==> src/rtl/gsr_pur_ctrl_if.sv <==
// gsr_pur_ctrl_if
// Groups the global reset nets produced by gsr_pur_ctrl with the user GSR
// request that feeds it.
//   GSRN_REQ  user GSR request, active-low, asynchronous to SCLK
//   GSR_sig   global set/reset net, active-low
//   PUR_sig   power-up reset net, active-low
//   SRN       combined set/reset-not term seen by GSR-capable primitives
//   READY     high once both GSR_sig and PUR_sig are released
// master: the requesting side (drives GSRN_REQ, observes the nets).
// slave : the controller (samples GSRN_REQ, drives the nets).
interface gsr_pur_ctrl_if;
  logic GSRN_REQ;
  logic GSR_sig;
  logic PUR_sig;
  logic SRN;
  logic READY;

  modport master (
    output GSRN_REQ,
    input  GSR_sig,
    input  PUR_sig,
    input  SRN,
    input  READY
  );

  modport slave (
    input  GSRN_REQ,
    output GSR_sig,
    output PUR_sig,
    output SRN,
    output READY
  );
endinterface

==> src/rtl/gsr_pur_ctrl.sv <==
// gsr_pur_ctrl
// Produces the active-low global set/reset (GSR) and power-up reset (PUR)
// nets for primitive models. PUR is held low for PUR_CYCLES edges after the
// synchronized release of RSTN; GSR is pulsed low on user request with a
// minimum width of GSR_MIN_CYCLES.
// Ports:
//   SCLK  system clock, rising edge
//   RSTN  asynchronous assert, active-low reset; release synchronized inside
//   bus   gsr_pur_ctrl_if.slave (GSRN_REQ in; GSR_sig, PUR_sig, SRN, READY out)
// GSR = "DISABLED" makes SRN follow PUR only; any other value gives GSR & PUR.
module gsr_pur_ctrl #(
  parameter int    PUR_CYCLES     = 16,
  parameter int    GSR_MIN_CYCLES = 4,
  parameter int    SYNC_STAGES    = 2,
  parameter string GSR            = "ENABLED"
) (
  input  logic               SCLK,
  input  logic               RSTN,
  gsr_pur_ctrl_if.slave      bus
);

  localparam int PW = $clog2(PUR_CYCLES + 1);
  localparam int GW = $clog2(GSR_MIN_CYCLES + 1);
  localparam logic [PW-1:0] PUR_MAX  = PW'(PUR_CYCLES);
  localparam logic [GW-1:0] GSR_LOAD = GW'(GSR_MIN_CYCLES);
  localparam bit SRN_PUR_ONLY = (GSR == "DISABLED");

  logic [SYNC_STAGES-1:0] rst_sync_reg;
  logic [SYNC_STAGES-1:0] req_sync_reg;
  logic                   req_prev_reg;
  logic [PW-1:0]          pur_cnt_reg;
  logic [PW-1:0]          pur_cnt_next;
  logic [GW-1:0]          gsr_cnt_reg;
  logic [GW-1:0]          gsr_cnt_next;
  logic                   pur_reg;
  logic                   pur_next;
  logic                   gsr_reg;
  logic                   gsr_next;
  logic                   released;
  logic                   req_s;
  logic                   gsr_load;

  assign released = rst_sync_reg[SYNC_STAGES-1];
  assign req_s    = req_sync_reg[SYNC_STAGES-1];

  always_comb begin
    pur_cnt_next = pur_cnt_reg;
    gsr_cnt_next = gsr_cnt_reg;

    if (released && (pur_cnt_reg != PUR_MAX)) begin
      pur_cnt_next = pur_cnt_reg + 1'b1;
    end
    pur_next = (pur_cnt_next == PUR_MAX);

    // The minimum-width timer starts at the first edge of a request run, so a
    // long request sets the width on its own and the minimum only pads short
    // ones. While PUR is still low the timer is held loaded, so the minimum
    // GSR width is measured from PUR release instead.
    gsr_load = !req_s && (req_prev_reg || !pur_reg);
    if (gsr_load) begin
      gsr_cnt_next = GSR_LOAD;
    end else if (gsr_cnt_reg != '0) begin
      gsr_cnt_next = gsr_cnt_reg - 1'b1;
    end

    gsr_next = pur_next && req_s && (gsr_cnt_next == '0);
  end

  always_ff @(posedge SCLK or negedge RSTN) begin
    if (!RSTN) begin
      rst_sync_reg <= '0;
      req_sync_reg <= '1;
      req_prev_reg <= 1'b1;
      pur_cnt_reg  <= '0;
      gsr_cnt_reg  <= '0;
      pur_reg      <= 1'b0;
      gsr_reg      <= 1'b0;
    end else begin
      rst_sync_reg <= {rst_sync_reg[SYNC_STAGES-2:0], 1'b1};
      req_sync_reg <= {req_sync_reg[SYNC_STAGES-2:0], bus.GSRN_REQ};
      req_prev_reg <= req_s;
      pur_cnt_reg  <= pur_cnt_next;
      gsr_cnt_reg  <= gsr_cnt_next;
      pur_reg      <= pur_next;
      gsr_reg      <= gsr_next;
    end
  end

  assign bus.PUR_sig = pur_reg;
  assign bus.GSR_sig = gsr_reg;
  assign bus.READY   = gsr_reg & pur_reg;

  generate
    if (SRN_PUR_ONLY) begin : g_srn_pur
      assign bus.SRN = pur_reg;
    end else begin : g_srn_both
      assign bus.SRN = gsr_reg & pur_reg;
    end
  endgenerate

endmodule

==> src/flat_wrapper.sv <==
// flat-port wrapper written by rule: the top's interface ports become plain ports
module gsr_pur_ctrl_flat 
#(
  parameter int    PUR_CYCLES     = 16,
  parameter int    GSR_MIN_CYCLES = 4,
  parameter int    SYNC_STAGES    = 2,
  parameter string GSR            = "       "
)
  (SCLK, RSTN, bus_GSRN_REQ, bus_GSR_sig, bus_PUR_sig, bus_SRN, bus_READY);
  gsr_pur_ctrl_if bus_i ();
  input  logic SCLK;
  input  logic RSTN;
  input wire logic [$bits(bus_i.GSRN_REQ)-1:0] bus_GSRN_REQ;
  output wire logic [$bits(bus_i.GSR_sig)-1:0] bus_GSR_sig;
  output wire logic [$bits(bus_i.PUR_sig)-1:0] bus_PUR_sig;
  output wire logic [$bits(bus_i.SRN)-1:0] bus_SRN;
  output wire logic [$bits(bus_i.READY)-1:0] bus_READY;
  assign bus_i.GSRN_REQ = bus_GSRN_REQ;
  assign bus_GSR_sig = bus_i.GSR_sig;
  assign bus_PUR_sig = bus_i.PUR_sig;
  assign bus_SRN = bus_i.SRN;
  assign bus_READY = bus_i.READY;
  gsr_pur_ctrl #(.PUR_CYCLES(PUR_CYCLES), .GSR_MIN_CYCLES(GSR_MIN_CYCLES), .SYNC_STAGES(SYNC_STAGES), .GSR(GSR)) u_core (.SCLK(SCLK), .RSTN(RSTN), .bus(bus_i));
endmodule
==> config.mk <==
export PLATFORM = sky130hd
export DESIGN_NAME = gsr_pur_ctrl_flat
export DESIGN_NICKNAME = d
export VERILOG_FILES = /design/src/rtl/gsr_pur_ctrl_if.sv /design/src/rtl/gsr_pur_ctrl.sv /design/src/flat_wrapper.sv
export SDC_FILE = /design/constraint.sdc
export NUM_CORES = 1
export LEC_CHECK = 0
export CAP_MARGIN = 15
export CORE_AREA = 4 4 41 43
export DETAILED_ROUTE_END_ITERATION = 8
export DIE_AREA = 0 0 45 47
export PLACE_DENSITY = 0.72
export SLEW_MARGIN = 20
export SYNTH_ARGS = -nofsm -noshare
export SYNTH_HDL_FRONTEND = slang
export SYNTH_SLANG_ARGS = --single-unit
==> constraint.sdc <==
create_clock -name SCLK -period 2 [get_ports SCLK]
set_input_delay 0.3 -clock SCLK [delete_from_list [all_inputs] [get_ports SCLK]]
set_output_delay 0.3 -clock SCLK [all_outputs]
set_load 0.01 [all_outputs]
==> flow_summary.toml <==
[timing]
fin_crit_sh_pct = 80.5
finalSetupViolCount = 0
fmax_mhz = 621
rsz0062_at_grt = "no"
final.setup.tns_ns = 0
worst_pin_slew_ns = 0.614
max_slew_margin_pct = 58.9
skew_ns = 0.00308
hold_viol_final = 0
drv_slew = 0
min_period_ns = 1.61

[die]
die_x_microns = 45
core_sq_mm = 0.00130
initial_core_util_pct = 51.4
rows = 13
die_h_microns = 47
die_area_sq_mm = 0.00212
num_io_pins = 7

[synthesis]
synthFlopType = "dfrtp_1"
synth_cell_types = 23
post-synth-top-count-cell = "dfrtp_1"
syn_area_sq_um = 669
yosysWarnings = 0
syn_nets = 64
synthTopCellsByArea = "dfrtp_1 45%, dfstp_2 12%, ha_1 9.3%, inv_1 3.9%, xnor2_1 3.9%"
ys_seq_area_share_pct = 56.6
synth_common_cells = "12 x dfrtp_1, 7 x inv_1, 5 x ha_1, 5 x nor2_1"
yosysTopAreaCell = "dfrtp_1"
synth-edff-count = 0
synth-async-reset-ratio_pct = 100
synth_top_area_share_pct = 44.9
ys_seq_elements = 15
syn_inst = 56
syn_area_per_cell_sq_um = 12.0

[min_path]
hold_path_class = "register to register"
hold_depth = 0

[clock_tree]
htreeDepth = 1
clk_pin_slew_worst_paths_ns = 0.08
cts_buffers = 3
ctsHoldBuffers = 0
cts_tree = "done"
root_buffer = "clkbuf_4"
clock_latency_ns = 0.27
clockBufferDepth = 2
cts_resized = 0
post_cts_buffers = 0
cts_sinks = 15

[placement]
portBuffers = 6
dp_hpwl_microns = 675
dp.cells = 76
gp_congestion = 0.808
place_area_sq_um = 741

[route]
drtIter0Drc = 5
drt-pass1-iter-count = 3
route.vias.total = 393
postRouteWirelength_microns = 842
routed_via_density = 4.91
drc_errors = 0
wl_per_cell_microns = 10.5
postRouteAntennaNets = 0

[final_layout]
antenna_cells = 0
largest_reg_flops = 5
fin_nets = 74
drive_gt1_share_pct = 16.9
final_cells = 80
area_growth_pct = 14.8
design_area_sq_um = 768

[setup_path]
critPathArrivalTime_ns = 1.31
worst_ep_required_time_ns = 1.70
cpPeakStageDelay_ns = 0.54
crit_path_start_kind = "register"
path_cells = "and2_1 -> clkdlybuf4s50_1"
crit_family = "buffers and inverters"
worstRegToRegCells = 6
path_depth = 2
worstSetupEndpoint = "bus_READY"
path_buf_inv = 1
r2r-end = "u_core.bus.PUR_sig"
crit_start = "u_core.bus.PUR_sig"
slowest_stage = "clkdlybuf4s50_1"
reg2reg_slack_ns = 0.48
rr_startpoint = "u_core.pur_cnt_reg[0]"
worstSetupEndpointType = "output port"
worstSetupPathType = "register to output port"
cp_max_fo = 3

[flow_run]
maxCapViolCount = 0

[outcome]
status = "complete, no violations"

[grt]
antenna_found_initial = 0
grt_overflow = 0
grt_use_total_pct = 11.0
grt_pass1_wl_microns = 1660
grt_max_degree = 16
grt_pass1_vias = 398

[power]
power_density_mw_per_mm2 = 1280
p_leak_nw = 0.375
ir_drop_v = 0.000719
per-layer routing:
layer | wire (microns) | track usage, % | vias up
met1 | 425 | 13.9 | 186
met3 | 35 | 4.60 | 0
met4 | 0 | 3.51 | 0
met2 | 381 | 17.2 | 7
met5 | 0 | 0 | -
li1 | - | - | 200
stage by stage:
step	power, W	hold slack (ns)	util, %	worst slack, ns
5_1_grt	0.00108	0.368	59.0	0.301
3_5_place_dp	0.000829	0.350	56.9	0.485
2_1_floorplan	0.000744	0.00441	-	0.601
4_1_cts	0.000998	0.364	59.0	0.355
6_report	0.000981	0.362	59.0	0.390
3_3_place_gp	0.000823	0.334	56.9	0.496
worst min-delay path by stage:
| stage | startpoint | end |
|---|---|---|
| 2_1_floorplan | RSTN | u_core.bus.GSR_sig |
| 3_3_place_gp | u_core.rst_sync_reg[0] | u_core.rst_sync_reg[1] |
| 3_5_place_dp | u_core.rst_sync_reg[0] | u_core.rst_sync_reg[1] |
| 4_1_cts | u_core.req_sync_reg[0] | u_core.req_sync_reg[1] |
| 5_1_grt | u_core.req_sync_reg[0] | u_core.req_sync_reg[1] |
| 6_report | u_core.req_sync_reg[0] | u_core.req_sync_reg[1] |
cell usage in the layout, fill, tap and decap left out, types with 3 or more instances in the layout:
| master | n |
|---|---|
| inv_1 | 7 |
| dfrtp_1 | 12 |
| dfstp_2 | 3 |
| nor2_1 | 5 |
| nand2_1 | 3 |
| clkdlybuf4s50_1 | 6 |
| xnor2_1 | 3 |
| ha_1 | 5 |
| clkbuf_4 | 3 |
final cells by class:
class | count | area [sq um]
multi-input combinational | 33 | 256
clock inverter | 1 | 5.00
fill | 122 | 533
sequential | 15 | 379
tap | 15 | 18.8
timing repair buffer | 6 | 60.1
inverter | 7 | 26.3
clock buffer | 3 | 22.5
cell families after synthesis:
group	Yosys count	synth area share, %
adders and majority gates	5	9.35
AOI/OAI and AO/OA	3	2.80
DFF	15	56.6
muxes	2	3.18
buffers and inverters	8	5.05
xor gates and xnor gates	4	5.23
and+or+nand+nor	18	17.2
other	1	0.560
power breakdown:
part	internal [W]	total (W)	switching, W
Clock	0.0000740	0.000162	0.0000879
Sequential	0.000392	0.000474	0.0000825
Combinational	0.000162	0.000345	0.000182
Total	0.000628	0.000981	0.000353
Note: power is estimated with default switching activity, not from simulation.
